File: config.mk
export PLATFORM = sky130hd
export DESIGN_NAME = logic_anlz
export DESIGN_NICKNAME = d
export VERILOG_FILES = /design/src/rtl/logic_anlz.sv
export SDC_FILE = /design/constraint.sdc
export NUM_CORES = 2
export LEC_CHECK = 0
export ABC_AREA = 1
export BUFFER_PORTS_ARGS = -buffer_cell sky130_fd_sc_hd__buf_4
export CAP_MARGIN = 5
export CELL_PAD_IN_SITES_DETAIL_PLACEMENT = 1
export CELL_PAD_IN_SITES_GLOBAL_PLACEMENT = 1
export CORE_MARGIN = 2
export CORE_UTILIZATION = 30
export DETAILED_ROUTE_END_ITERATION = 10
export GPL_ROUTABILITY_DRIVEN = 0
export PLACE_DENSITY_LB_ADDON = 0.1
export SLEW_MARGIN = 20
export SYNTH_ARGS = -nofsm -noshare
export SYNTH_HDL_FRONTEND = slang
export SYNTH_SLANG_ARGS = --single-unit
File: constraint.sdc
create_clock -name axi_clk -period 7.8 [get_ports axi_clk]
set_input_delay 0.39 -clock axi_clk [delete_from_list [all_inputs] [get_ports axi_clk]]
set_output_delay 0.39 -clock axi_clk [all_outputs]
set_load 0.02 [all_outputs]
File: src/rtl/logic_anlz.sv
// rtl/logic_anlz.sv - logic analyzer: AXI-lite registers, masked run-length sampler, 64-deep AXIS FIFO
// Optional: define LA_OVERFLOW_MARKER_EN to insert a zero-count marker word after FIFO drops.
module logic_anlz #(
  parameter int pADDR_WIDTH = 15,
  parameter int pDATA_WIDTH = 32
) (
  input  logic                     axi_clk,
  input  logic                     axi_reset_n,
  input  logic                     axis_clk,
  input  logic                     axis_rst_n,
  output logic                     user_clock2,
  output logic                     uck2_rst_n,
  input  logic                     axi_awvalid,
  input  logic [pADDR_WIDTH-1:0]   axi_awaddr,
  output logic                     axi_awready,
  input  logic                     axi_wvalid,
  input  logic [pDATA_WIDTH-1:0]   axi_wdata,
  input  logic [pDATA_WIDTH/8-1:0] axi_wstrb,
  output logic                     axi_wready,
  input  logic                     axi_arvalid,
  input  logic [pADDR_WIDTH-1:0]   axi_araddr,
  output logic                     axi_arready,
  output logic                     axi_rvalid,
  output logic [pDATA_WIDTH-1:0]   axi_rdata,
  input  logic                     axi_rready,
  input  logic                     cc_la_enable,
  input  logic [23:0]              up_la_data,
  output logic [pDATA_WIDTH-1:0]   m_tdata,
  output logic [pDATA_WIDTH/8-1:0] m_tstrb,
  output logic [pDATA_WIDTH/8-1:0] m_tkeep,
  output logic                     m_tlast,
  output logic                     m_tvalid,
  output logic [1:0]               m_tuser,
  input  logic                     m_tready,
  output logic                     la_hpri_req
);

  localparam logic [pADDR_WIDTH-1:0] A_MASK = pADDR_WIDTH'(32'h1000);
  localparam logic [pADDR_WIDTH-1:0] A_HTH  = pADDR_WIDTH'(32'h1004);
  localparam logic [pADDR_WIDTH-1:0] A_LTH  = pADDR_WIDTH'(32'h1008);
  localparam logic [pADDR_WIDTH-1:0] A_POP  = pADDR_WIDTH'(32'h100C);
  localparam logic [pADDR_WIDTH-1:0] A_EN   = pADDR_WIDTH'(32'h1010);

  logic [23:0] la_mask;
  logic [6:0]  h_thresh, l_thresh, pop_cond;
  logic        la_en;
  logic        wr_fire, rd_fire, flush;
  logic [pDATA_WIDTH-1:0] rd_val;

  logic        s_vld, run_act, extend, close;
  logic [23:0] s_val, run_val;
  logic [7:0]  run_cnt;

  logic [31:0] mem [64];
  logic [5:0]  wr_ptr, rd_ptr;
  logic [6:0]  level, level_nxt, free;
  logic [1:0]  n_wr;
  logic [31:0] w0, w1;
  logic        pop, stream_nxt;
`ifdef LA_OVERFLOW_MARKER_EN
  logic        ovf, ovf_nxt;
`endif

  logic unused_ok;
  assign unused_ok = &{1'b0, axis_clk, axis_rst_n, axi_wstrb, axi_wdata[pDATA_WIDTH-1:24]};

  assign user_clock2 = axi_clk;
  assign uck2_rst_n  = axi_reset_n;
  assign m_tstrb     = '1;
  assign m_tkeep     = '1;
  assign m_tuser     = 2'b00;

  assign wr_fire = axi_awvalid & axi_wvalid & cc_la_enable & ~axi_awready;
  assign rd_fire = axi_arvalid & cc_la_enable & ~axi_arready & ~axi_rvalid;
  // Clearing la_en takes effect on the write edge itself so m_tvalid drops at once.
  assign flush   = ~la_en | (wr_fire & (axi_awaddr == A_EN) & ~axi_wdata[0]);

  always_comb begin
    rd_val = '0;
    case (axi_araddr)
      A_MASK:  rd_val[23:0] = la_mask;
      A_HTH:   rd_val[6:0]  = h_thresh;
      A_LTH:   rd_val[6:0]  = l_thresh;
      A_POP:   rd_val[6:0]  = pop_cond;
      A_EN:    rd_val[0]    = la_en;
      default: rd_val       = '0;
    endcase
  end

  always_ff @(posedge axi_clk or negedge axi_reset_n) begin
    if (!axi_reset_n) begin
      axi_awready <= 1'b0;
      axi_wready  <= 1'b0;
      axi_arready <= 1'b0;
      axi_rvalid  <= 1'b0;
      axi_rdata   <= '0;
      la_mask     <= '0;
      h_thresh    <= '0;
      l_thresh    <= '0;
      pop_cond    <= '0;
      la_en       <= 1'b0;
    end else begin
      axi_awready <= wr_fire;
      axi_wready  <= wr_fire;
      axi_arready <= rd_fire;
      if (wr_fire) begin
        case (axi_awaddr)
          A_MASK:  la_mask  <= axi_wdata[23:0];
          A_HTH:   h_thresh <= axi_wdata[6:0];
          A_LTH:   l_thresh <= axi_wdata[6:0];
          A_POP:   pop_cond <= axi_wdata[6:0];
          A_EN:    la_en    <= axi_wdata[0];
          default: ;
        endcase
      end
      if (axi_arready) begin
        axi_rvalid <= 1'b1;
        axi_rdata  <= rd_val;
      end else if (axi_rvalid && axi_rready) begin
        axi_rvalid <= 1'b0;
      end
    end
  end

  assign extend = s_vld & run_act & (s_val == run_val) & (run_cnt != 8'hFF);
  assign close  = s_vld & run_act & ~extend;
  assign pop    = m_tvalid & m_tready;

  always_comb begin
    free = 7'd64 - level + {6'd0, pop};
    n_wr = 2'd0;
    w0   = {run_cnt, run_val};
    w1   = {run_cnt, run_val};
`ifdef LA_OVERFLOW_MARKER_EN
    ovf_nxt = ovf;
    if (close) begin
      if (ovf) begin
        // Marker and the pending word go in together, or both are dropped.
        if (free >= 7'd2) begin
          n_wr    = 2'd2;
          w0      = {8'h00, run_val};
          ovf_nxt = 1'b0;
        end
      end else if (free != 7'd0) begin
        n_wr = 2'd1;
      end else begin
        ovf_nxt = 1'b1;
      end
    end
`else
    if (close && free != 7'd0) n_wr = 2'd1;
`endif
    level_nxt = level + {5'd0, n_wr} - {6'd0, pop};
    if (flush) level_nxt = '0;
    stream_nxt = (level_nxt != 7'd0) && (m_tvalid || level_nxt >= pop_cond);
  end

  always_ff @(posedge axi_clk) begin
    if (!flush && n_wr != 2'd0) mem[wr_ptr] <= w0;
    if (!flush && n_wr == 2'd2) mem[wr_ptr + 6'd1] <= w1;
  end

  always_ff @(posedge axi_clk or negedge axi_reset_n) begin
    if (!axi_reset_n) begin
      s_vld       <= 1'b0;
      s_val       <= '0;
      run_act     <= 1'b0;
      run_val     <= '0;
      run_cnt     <= '0;
      wr_ptr      <= '0;
      rd_ptr      <= '0;
      level       <= '0;
      m_tvalid    <= 1'b0;
      la_hpri_req <= 1'b0;
`ifdef LA_OVERFLOW_MARKER_EN
      ovf         <= 1'b0;
`endif
    end else begin
      level    <= level_nxt;
      m_tvalid <= stream_nxt;
      if (h_thresh != 7'd0 && level >= h_thresh) la_hpri_req <= 1'b1;
      else if (level <= l_thresh)                la_hpri_req <= 1'b0;
      if (flush) begin
        s_vld   <= 1'b0;
        run_act <= 1'b0;
        run_cnt <= '0;
        wr_ptr  <= '0;
        rd_ptr  <= '0;
`ifdef LA_OVERFLOW_MARKER_EN
        ovf     <= 1'b0;
`endif
      end else begin
        s_vld  <= 1'b1;
        s_val  <= up_la_data & la_mask;
        wr_ptr <= wr_ptr + {4'd0, n_wr};
        rd_ptr <= rd_ptr + {5'd0, pop};
`ifdef LA_OVERFLOW_MARKER_EN
        ovf    <= ovf_nxt;
`endif
        if (s_vld) begin
          if (extend) begin
            run_cnt <= run_cnt + 8'd1;
          end else begin
            run_val <= s_val;
            run_cnt <= 8'd1;
            run_act <= 1'b1;
          end
        end
      end
    end
  end

  assign m_tdata = (level != 7'd0) ? pDATA_WIDTH'(mem[rd_ptr]) : '0;
  assign m_tlast = m_tvalid & (level == 7'd1) & ~close;

endmodule

==> impl_metrics.ini <==
[floorplanning]
fp.dieArea_um2 = 303000
fp.dieH_um = 551
coreArea_um2 = 297000
fp.dieW_um = 551
rows = 200
io_pins = 183
start_util_pct = 30.2

[power_and_ir_drop]
power.density_nw_per_um2 = 235
peakVddDrop_v = 0.000165
p_leak_nw = 40.2

[placed_design]
hpwl_mm = 169
port_buffers = 150
dp_slack_ns = 2.66

[setup_path]
regToRegStartpoint = run_cnt[7]$_DFFE_PN0P_
r2r_cells = 24
r2r_end = m_tvalid$_DFF_PN0_
required_ns = 7.41
cp-start-kind = register
rrSetupSlack_ns = 2.80
worstSetupEndpointType = output port
crit_type = reg2out
worst_ep_arrival_time_ns = 5.40
crit_fanout = 103

[min_path]
holdCritPathClass = in2reg
min_from = axi_araddr[4]
whs_path_depth = 6
hold-path-endpoint = axi_rdata[2]$_DFFE_PN0P_

[routing]
antenna_left = 0
num_vias = 59700
initialDrtViolationCount = 4403
drc = 0
drt_pass1_iterations = 5
drt-total-wl_mm = 322
vias_per_cell = 5.03
drt-wirelength-per-cell_um = 27.1

[synthesis]
ys_seq_area_share_pct = 72.8
ys_async_sr_fraction_pct = 6.91
synthCells = 7533
syn_area_um2 = 89700
synth-main-ff-cell = edfxtp_1
yosys_warnings = 0
synth_edf_count = 2048
avgSynthCellArea_um2 = 11.9
ys_ff_latch = 2200
ys_types = 44

[finish]
area_delta_synth_final_pct = 16.4
nNetsFinal = 7893
drive_gt1_share_pct = 10.1
final_cell_mix = edfxtp_1 (2048), nand2_1 (1997), nand3_1 (601)
layout_commonest_cell = edfxtp_1

[global_routing]
grt_max_degree = 193
antenna_found_initial = 9
grt.overflow.total = 0
track_usage_pct = 21.0
grt_pass1_vias = 61600
grt_pass1_wl_mm = 459

[status]
status = complete, no violations

[timing]
relSlewSlack_pct = 25.4
skew_ns = 0.0425
setup_slack_ns = 2.01
clock.fmax_mhz = 173
min_period_over_period_pct = 74.3
drv_slew = 0
tightestPinTransition_ns = 1.12
setup_violations = 0
tns_ns = 0
grt_setup_unrepaired = no
hold_violations = 0
finalCriticalPeriod_ns = 5.79

[run]
drv_cap = 0

[cts]
post_cts_buffers = 0
clk_latency_ns = 0.95
tritoncts = built
clk_pin_slew_worst_paths_ns = 0.06
==> worst max-delay path, cell delays in order (launching register included) <==
cell and delay (ns):
dfrtp_4 0.77, inv_8 0.72, buf_4 0.51, a21boi_0 0.16, o211ai_1 0.31, nand3_1 0.34, nand3_1 0.46, nand2_1 0.17
nor2_1 0.59, buf_4 0.26
==> how the worst max path moves through the flow <==
stage / from / to / slack [ns] / cells after the start
final: rd_ptr[0]$_DFF_PN0_ / m_tdata[23] / 2.01 / 9
after CTS: rd_ptr[0]$_DFF_PN0_ / m_tdata[23] / 1.90 / 9
after detailed placement: run_cnt[7]$_DFFE_PN0P_ / m_tvalid$_DFF_PN0_ / 2.66 / 24
after global routing: rd_ptr[0]$_DFF_PN0_ / m_tdata[23] / 1.85 / 11
after floorplan: run_cnt[0]$_DFFE_PN0P_ / m_tvalid$_DFF_PN0_ / 3.34 / 24
after global placement: run_cnt[7]$_DFFE_PN0P_ / m_tvalid$_DFF_PN0_ / 2.72 / 24
==> routing by layer <==
| metal | up-vias | routed length, um | global-route usage (%) |
|---|---|---|---|
| li1 | 27000 | - | - |
| met1 | 31200 | 152000 | 29.9 |
| met2 | 1096 | 148000 | 33.8 |
| met3 | 351 | 12100 | 2.35 |
| met4 | 0 | 9210 | 5.94 |
| met5 | - | 0 | 0 |
==> kinds of logic (layout without fill, tap and decap cells) <==
group                      after synthesis  count (layout)  synth area share [%]
and+or+nand+nor                       3350            3350                  15.3
DFF                                   2200            2200                  72.8
AOI/OAI and AO/OA                     1221            1221                  7.39
buffers and inverters                  666            1050                  3.39
muxes                                   45              45                 0.526
adders and majority gates               40              40                 0.566
xor gates and xnor gates                 9               9                0.0879
other                                    2              22               0.00837
==> power breakdown <==
| group | switching [mW] | total, mW | internal (mW) |
|---|---|---|---|
| Clock | 4.92 | 11.7 | 6.76 |
| Combinational | 0.0562 | 0.112 | 0.0560 |
| Sequential | 0.00177 | 12.7 | 12.7 |
==> cells in the mapped netlist, types with 57 or more instances <==
master	count	area [um^2]
nand2_1	1999	7500
a21oi_1	446	2230
clkbuf_1	155	582
buf_4	57	428
nor3_1	73	365
dfrtp_1	152	3800
edfxtp_1	2048	61500
nand3_1	602	3010
a21boi_0	59	443
inv_1	190	713
o22ai_1	151	945
o211ai_1	63	473
buf_2	188	941
nor2_1	601	2260
o21ai_0	470	2350
==> per-stage QoR <==
step | cells | area (um^2) | total power, mW | util (%) | hold WS (ns)
floorplan | 7549 | 89800 | 13.0 | - | 0.0944
global placement | 11300 | 95700 | 13.1 | 32.2 | 0.433
detailed placement | 11300 | 95700 | 13.1 | 32.2 | 0.435
CTS | 11900 | 104000 | 24.8 | 35.1 | 0.0984
global route | 11900 | 104000 | 25.3 | 35.1 | 0.175
finish | 11900 | 104000 | 24.5 | 35.1 | 0.159
==> flip-flops by register name, indices dropped and copies added (netlist names) <==
signal and count:
h_thresh 7, axi_rdata 24, la_hpri_req 1, la_mask 24
m_tvalid 1, la_en 1, l_thresh 7, run_cnt 8
axi_rvalid 1, level 7, axi_arready 1, mem 2048
pop_cond 7, rd_ptr 6, s_vld 1, wr_ptr 6
axi_wready 1, s_val 24, run_act 1, run_val 24
==> what timing repair did <==
action | CTS | global route
resized for setup | 0 | 0
hold endpoints to repair | 145 | 0
hold buffers | 74 | 0
endpoints found under the setup margin | 0 | 0
==> layout make-up <==
type | count | area (um^2)
Fill cell | 31800 | 193000
Clock inverter | 105 | 762
Sequential cell | 2200 | 65400
Multi-Input combinational cell | 4683 | 21900
Antenna cell | 4 | 10.0
Clock buffer | 347 | 7180
Inverter | 198 | 779
Tap cell | 3939 | 4930
Timing Repair Buffer | 400 | 3430
No activity file was read; power rests on OpenSTA's default activity.
